===== src/rtl/adder_arbiter_pkg.sv =====
// adder_arbiter_pkg: shared state encoding and overflow helper for the adder arbiter
package adder_arbiter_pkg;

    typedef enum logic {
        ST_IDLE = 1'b0,
        ST_RESP = 1'b1
    } state_t;

    function automatic logic add_ovf(input logic a_msb, input logic b_msb, input logic y_msb);
        return (a_msb == b_msb) && (y_msb != a_msb);
    endfunction

endpackage


===== src/rtl/adder_arbiter_adder.sv =====
// adder_arbiter_adder: the single shared combinational adder, result modulo 2^WIDTH
module adder_arbiter_adder #(
    parameter int WIDTH = 32
) (
    input  logic [WIDTH-1:0] A,
    input  logic [WIDTH-1:0] B,
    output logic [WIDTH-1:0] Y
);

    assign Y = A + B;

endmodule


===== src/rtl/adder_arbiter.sv =====
// adder_arbiter: round-robin sharing of one adder among NUM_REQ requesters with a registered response
module adder_arbiter
    import adder_arbiter_pkg::*;
#(
    parameter int WIDTH   = 32,
    parameter int NUM_REQ = 4,
    localparam int ID_W   = (NUM_REQ > 1) ? $clog2(NUM_REQ) : 1
) (
    input  logic                     clk,
    input  logic                     rst,
    input  logic [NUM_REQ-1:0]       req_valid,
    output logic [NUM_REQ-1:0]       req_ready,
    input  logic [NUM_REQ*WIDTH-1:0] req_a,
    input  logic [NUM_REQ*WIDTH-1:0] req_b,
    output logic                     rsp_valid,
    input  logic                     rsp_ready,
    output logic [ID_W-1:0]          rsp_id,
    output logic [WIDTH-1:0]         rsp_y,
    output logic                     rsp_ovf
);

    state_t           state, state_next;
    logic [ID_W-1:0]  last_grant, grant;
    logic             found, accept;
    logic [WIDTH-1:0] a_sel, b_sel, sum;

    // Requesters above last_grant win first; otherwise the search wraps to the lowest index.
    always_comb begin
        grant = last_grant;
        found = 1'b0;
        for (int i = 0; i < NUM_REQ; i++)
            if (!found && req_valid[i] && i > int'(last_grant)) begin
                grant = ID_W'(i);
                found = 1'b1;
            end
        for (int i = 0; i < NUM_REQ; i++)
            if (!found && req_valid[i]) begin
                grant = ID_W'(i);
                found = 1'b1;
            end
    end

    assign accept    = ((state == ST_IDLE) || rsp_ready) && |req_valid;
    assign req_ready = accept ? (NUM_REQ'(1) << grant) : '0;
    assign a_sel     = req_a[int'(grant)*WIDTH +: WIDTH];
    assign b_sel     = req_b[int'(grant)*WIDTH +: WIDTH];
    assign rsp_valid = (state == ST_RESP);

    adder_arbiter_adder #(.WIDTH(WIDTH)) u_adder (
        .A(a_sel),
        .B(b_sel),
        .Y(sum)
    );

    always_comb begin
        state_next = state;
        if (accept)
            state_next = ST_RESP;
        else if (rsp_ready)
            state_next = ST_IDLE;
    end

    always_ff @(posedge clk or posedge rst) begin
        if (rst)
            state <= ST_IDLE;
        else
            state <= state_next;
    end

    always_ff @(posedge clk or posedge rst) begin
        if (rst) begin
            rsp_y      <= '0;
            rsp_id     <= '0;
            rsp_ovf    <= 1'b0;
            last_grant <= ID_W'(NUM_REQ - 1);
        end else if (accept) begin
            rsp_y      <= sum;
            rsp_id     <= grant;
            rsp_ovf    <= add_ovf(a_sel[WIDTH-1], b_sel[WIDTH-1], sum[WIDTH-1]);
            last_grant <= grant;
        end
    end

endmodule


===== config.mk =====
export PLATFORM = sky130hd
export DESIGN_NAME = adder_arbiter
export DESIGN_NICKNAME = d
export VERILOG_FILES = /design/src/rtl/adder_arbiter_pkg.sv /design/src/rtl/adder_arbiter_adder.sv /design/src/rtl/adder_arbiter.sv
export SDC_FILE = /design/constraint.sdc
export NUM_CORES = 1
export LEC_CHECK = 0
export ABC_CLOCK_PERIOD_IN_PS = 6850
export CAP_MARGIN = 10
export CORE_AREA = 3 3 117 119
export CTS_BUF_LIST = sky130_fd_sc_hd__clkbuf_8
export DETAILED_ROUTE_END_ITERATION = 10
export DIE_AREA = 0 0 120 122
export HOLD_SLACK_MARGIN = 0.02
export PLACE_DENSITY_LB_ADDON = 0.12
export SETUP_SLACK_MARGIN = 0.02
export SLEW_MARGIN = 30
export SYNTH_ARGS = -nofsm -noshare
export SYNTH_HDL_FRONTEND = slang
export SYNTH_SLANG_ARGS = --single-unit
export TNS_END_PERCENT = 20

===== constraint.sdc =====
create_clock -name clk -period 6.85 [get_ports clk]
set_input_delay 1.37 -clock clk [delete_from_list [all_inputs] [get_ports clk]]
set_output_delay 1.37 -clock clk [all_outputs]
set_load 0.05 [all_outputs]

-- Yosys cells after proc, flatten, opt, wreduce, memory -nomap -nowiden
Index checks and enable logic that the tools add are counted.
- bits in registers: 38
- add/subtract/negate cells: 1
- $lt $le $gt $ge: 3
- equal/unequal tests: 2
- shifts and indexed selects: 3
- mux-type cells: 16
- bitwise logic cells: 1
- reduce and logical (&&, ||, !) cells: 20
- operator list (kind ; count):
    variable part select 128 x 8 -> 32 bit ; 2
    adder 32 bit ; 1
    2-to-1 mux 2 bit ; 7
    logical AND 1 bit ; 11
    2-to-1 mux 1 bit ; 8
    logical NOT 1 bit ; 6
    > comparator 2 bit, first input constant ; 2
    2-to-1 mux 4 bit ; 1
    OR reduction 4 bit ; 1
    << shifter 1 x 2 -> 4 bit, first input constant ; 1
    > comparator 1 x 2 -> 1 bit, first input constant ; 1
    nonzero test 2 bit ; 1
    equality test 1 bit ; 1
    logical OR 1 bit ; 1
    inequality test 1 bit ; 1
    inverter 1 bit ; 1

-- Longest topological paths before layout
- depth after elaboration: 27
- depth in mapped cells: 21
- mapped depth without buffers: 18

-- Hierarchy
A second synthesis with hierarchy kept.
- cell total of the unflattened synthesis: 651
- area total of the unflattened synthesis: 5475.3 um2
- modules (own cells, without submodules) (module ; times used ; cells an instance ; area an instance (um2) ; seq. area each (um2)):
    adder_arbiter ; 1 ; 415 ; 3749.8 ; 953.4
    adder_arbiter_adder ; 1 ; 236 ; 1725.4 ; 0.0

-- Worst setup path after synthesis
Ideal clock, no wire load.
- kind: input port to flip-flop
- start point: input req_valid[3]
- end point: register rsp_y[30]
- library setup time: 0.127 ns
- arrival time: 4.759 ns
- path slack: 1.963 ns
- stages: 17
- buffers on the path: 2
- path through: nor2b_2 a221oi_1 clkbuf_1 clkbuf_1 nand2_1 a31oi_1 ha_1 fa_1 a21o_1 nand4_1 a21oi_1 o211ai_1 a21oi_1 o2111ai_2 a31oi_1 o21a_1 mux2_1
- cells in the longest elaborated chain, start to end: 17
- elaborated cells between the ends (all ways): 24
- RTL lines (element ; RTL line ; source):
    start, declared ; adder_arbiter.sv:11 ; input logic [NUM_REQ-1:0] req_valid,
    logical AND 1 bit (2 in a row) ; adder_arbiter.sv:32 ; if (!found && req_valid[i] && i > int'(last_grant)) begin
    2-to-1 mux 1 bit ; adder_arbiter.sv:32 ;
    logical NOT 1 bit ; adder_arbiter.sv:37 ; if (!found && req_valid[i]) begin
    logical AND 1 bit ; adder_arbiter.sv:37 ;
    2-to-1 mux 1 bit ; adder_arbiter.sv:37 ;
    logical NOT 1 bit ; adder_arbiter.sv:37 ;
    logical AND 1 bit ; adder_arbiter.sv:37 ;
    2-to-1 mux 1 bit ; adder_arbiter.sv:37 ;
    logical NOT 1 bit ; adder_arbiter.sv:37 ;
    logical AND 1 bit ; adder_arbiter.sv:37 ;
    2-to-1 mux 1 bit ; adder_arbiter.sv:37 ;
    logical NOT 1 bit ; adder_arbiter.sv:37 ;
    logical AND 1 bit ; adder_arbiter.sv:37 ;
    2-to-1 mux 2 bit ; adder_arbiter.sv:37 ;
    variable part select 128 x 8 -> 32 bit, on equally long branches ; adder_arbiter.sv:45, adder_arbiter.sv:46 ;
    adder 32 bit ; adder_arbiter_adder.sv:10 ; assign Y = A + B;
    end signal, assigned ; adder_arbiter.sv:77 ; rsp_y <= sum;
    end, declared ; adder_arbiter.sv:18 ; output logic [WIDTH-1:0] rsp_y,
Several ways; a longest one is shown, not always the timed one.
A chain may end at the register's enable or synchronous reset.

-- Final worst setup path
- start point: input req_valid[3]
- end point: output req_ready[3]
- cells in the longest elaborated chain, start to end: 17
- elaborated cells between the ends (all ways): 23
- RTL lines (element ; RTL line ; source):
    logical AND 1 bit (2 in a row) ; adder_arbiter.sv:32 ;
    2-to-1 mux 1 bit ; adder_arbiter.sv:32 ;
    logical NOT 1 bit ; adder_arbiter.sv:37 ;
    logical AND 1 bit ; adder_arbiter.sv:37 ;
    2-to-1 mux 1 bit ; adder_arbiter.sv:37 ;
    logical NOT 1 bit ; adder_arbiter.sv:37 ;
    logical AND 1 bit ; adder_arbiter.sv:37 ;
    2-to-1 mux 1 bit ; adder_arbiter.sv:37 ;
    logical NOT 1 bit ; adder_arbiter.sv:37 ;
    logical AND 1 bit ; adder_arbiter.sv:37 ;
    2-to-1 mux 1 bit ; adder_arbiter.sv:37 ;
    logical NOT 1 bit ; adder_arbiter.sv:37 ;
    logical AND 1 bit ; adder_arbiter.sv:37 ;
    2-to-1 mux 2 bit ; adder_arbiter.sv:37 ;
    << shifter 1 x 2 -> 4 bit ; adder_arbiter.sv:44 ; assign req_ready = accept ? (NUM_REQ'(1) << grant) : '0;
    2-to-1 mux 4 bit * ; adder_arbiter.sv:44 ;
    end, declared ; adder_arbiter.sv:12 ; output logic [NUM_REQ-1:0] req_ready,
Mark *: on every way between the ends. The rest lies on a longest branch, timed or not.

==> reports/summary.txt <==
area of the mapped netlist = 4510 sq um
clock-pin slew of the registers on the worst-case setup and hold paths = 0.08 ns
TritonCTS sink count = 38
crit end category = primary output
Syn Inst Count = 653
cell count of the worst reg-to-reg path = 18
worst flop-to-flop path startpoint = last_grant[1]
sequential element share of the synthesized area = 21.1%
power density relative to cell area = 405 nW/um^2
maximum number of pins on one net before global-route repair = 61
total wire length = 20,200 um
Critical Path Source Type = primary input
number of antenna violations at the first check in global routing = 0
share of the clock period used by the worst path after layout = 85.0%
area of the multi-input gates = 3380 sq um
clock root buffer master = clkbuf_8
GRT overflow = 0
# H-tree levels = 2
remaining antenna violation count after routing = 0
Core Rows = 41
layout net count = 1,224
highest achievable clock rate = 0.172 GHz
worst flop-to-flop path endpoint = rsp_y[30]
Port-buffer cells = 302
pin slew with the least headroom to its limit = 0.861 ns
hold violation count in the final report = 0
vias in the first global route = 6,243
final weighted congestion in routability-driven placement = 0.884
area of the die = 14,600 sq um
proportion of register bits with asynchronous set or reset after synthesis = 100%
initial core utilization = 35.6%
post-synth top area cell = dfrtp_1
Die Width = 120 um
CP startpoint = req_valid[3]
number of design-rule violations left by the first detailed-router iteration = 220
core utilization of the finished layout = 62.0%
Critical Setup Path Class = primary input to primary output
Max Cap Viol = 0
Post-Route Setup TNS = 0 ns
register cell area after layout = 953 sq um
run status = finished, final reports clean
flop2flop setup slack = 2.18 ns
routed vias = 6,075
headroom to the max-slew limit = 42.5%
setup fix buffers added after clock tree synthesis = 0
area of the placeable core = 12,700 sq um
Final Slew Violations = 0
maximum number of buffers from clock root to sink = 2
flops & latches, synth = 38
first-pass GRT wire length = 30,800 um
syn_nets = 948
shortest clock period the worst path allows after layout = 5.82 ns
count of warnings emitted by yosys = 0
Vias/cell = 5.51
Post-synth top flop = dfrtp_1
Die Y-Extent = 122 um
number of remaining DRC errors = 0
setup violation total in the final timing report = 0
number of enable-type register cells in the synthesized netlist = 0
maximum resistive drop on vdd = 0.000151 V
distinct cell type count after synthesis = 53
clock tree from TritonCTS = done
CP arrival = 4.45 ns
Lkg Pwr = 3.20 nW
ANT cells = 0
clock insertion delay at the later pin of the skew report = 0.29 ns
average footprint of a synthesized cell = 6.90 sq um
cts hold-fix bufs = 0
most area-consuming cells after synthesis = dfrtp_1 (20%), nand2_1 (15%), ha_1 (8.6%)
area share of the largest cell type after synthesis = 20.0%
RSZ-0062 raised after global routing = false
classification of the worst-slack hold path = flip-flop to flip-flop
detailed-route wire length per cell = 18.3 um
layout cell share with drive strength beyond 1 = 4.30%
post_cts resized = 0
post-route clock skew = 0.0106 ns
number of I/O pins = 303
filler instances = 1,163
P&R area growth vs syn = 74.2%
1st-pass router iterations = 5
Worst Setup EP = req_ready[3]
TritonCTS buffer count = 5
worst path required time = 5.48 ns
Final HPWL DP = 16,300 um
largest fanout on the critical path = 24
total track usage = 26.1%
-- layer usage --
metal	share of wire [%]	GRT usage (%)
met5	0	0
met4	2.6	7.95
met3	7.5	6.55
met2	50	47.9
met1	40	29.8
-- kinds of logic (layout without fill, tap and decap cells) --
logic type	count (synthesis)	in the layout	share of synthesized area, %
simple gates	243	243	22.0
fa+ha+maj	32	32	9.05
mux	1	1	0.250
compound gates	257	257	37.3
xor+xnor	28	28	5.44
flops	38	38	21.1
buf+inv	54	331	4.83
-- power by group --
part | leakage (nW) | switching, mW | internal, mW
registers | 0.453 | 0.0680 | 0.338
clock network | 0.0714 | 0.0872 | 0.156
logic | 2.67 | 1.52 | 1.02
-- cells in the mapped netlist (all sizes together) (2+ instances only) --
| master | count |
|---|---|
| nor2 | 22 |
| nor2b | 2 |
| o31ai | 2 |
| buf | 10 |
| nand3 | 11 |
| a211oi | 4 |
| nand4 | 2 |
| o21a | 7 |
| a221o | 24 |
| and3 | 2 |
| o22ai | 43 |
| and2 | 3 |
| xnor2 | 12 |
| dfstp | 2 |
| a21boi | 2 |
| xor2 | 16 |
| a21o | 12 |
| a221oi | 2 |
| clkbuf | 36 |
| or3 | 2 |
| ha | 31 |
| a31oi | 47 |
| o21bai | 3 |
| dfrtp | 36 |
| nor3 | 5 |
| o21ai | 39 |
| nand2 | 184 |
| a21oi | 61 |
| or2 | 3 |
| nand2b | 5 |
| inv | 8 |
| o211ai | 3 |
-- flip-flops by register name (all words and copies together) (netlist names) --
register,flops
rsp_id,2
last_grant,2
rsp_y,32
rsp_ovf,1
rsp_valid,1
-- stage by stage --
stage	worst slack [ns]	instances	cell area, sq um	total power [mW]	hold WS (ns)
after floorplan	1.96	653	4510	2.15	0.624
after global placement	0.994	1094	7710	2.88	0.460
after detailed placement	0.898	1094	7710	2.93	0.462
after CTS	1.03	1102	7850	3.18	0.488
after global routing	0.676	1102	7850	3.43	0.513
final	1.03	1102	7850	3.18	0.483
-- layout by cell type, fill, tap and decap left out, types with 3 or more instances in the layout --
master	count
dfrtp_1	36
xor2_1	16
buf_4	12
a211oi_1	4
nor3_1	5
nand3_1	11
o21a_1	6
a21oi_1	59
a31oi_1	47
a21o_1	12
clkbuf_8	6
ha_1	31
nand2_1	184
xnor2_1	12
and2_1	3
clkdlybuf4s50_1	302
o21bai_1	3
nor2_1	22
o211ai_1	3
o22ai_1	42
nand2b_1	5
a221o_1	23
o21ai_1	4
inv_1	7
o21ai_0	33
-- worst min path at each step --
stage / startpoint / to / slack [ns] / cells past startpoint
global placement: rsp_y[29] / rsp_y[29] / 0.46 / 2
CTS: rsp_y[14] / rsp_y[14] / 0.49 / 2
floorplan: last_grant[1] / last_grant[1] / 0.62 / 3
finish: rsp_y[14] / rsp_y[14] / 0.48 / 2
detailed placement: rsp_y[1] / rsp_y[1] / 0.46 / 2
global route: rsp_y[1] / rsp_y[1] / 0.51 / 2
-- critical path, stage by stage --
cell and delay, ns:
clkdlybuf4s50_1 0.61, nor2b_2 0.32, nor2_1 0.07, nand2_1 0.10, o21a_1 0.64, buf_12 0.27, nand2_1 0.14, nor2_1 0.12
clkdlybuf4s50_1 0.80
-- layout make-up --
| class | count | area share (%) |
|---|---|---|
| tap | 172 | 2.74 |
| timing repair buffer | 315 | 39.9 |
| clock buffer | 6 | 1.05 |
| multi-input combinational | 561 | 43.0 |
| clock inverter | 2 | 0.765 |
| inverter | 8 | 0.382 |
| sequential | 38 | 12.1 |
Note: power is estimated with default switching activity, not from simulation.
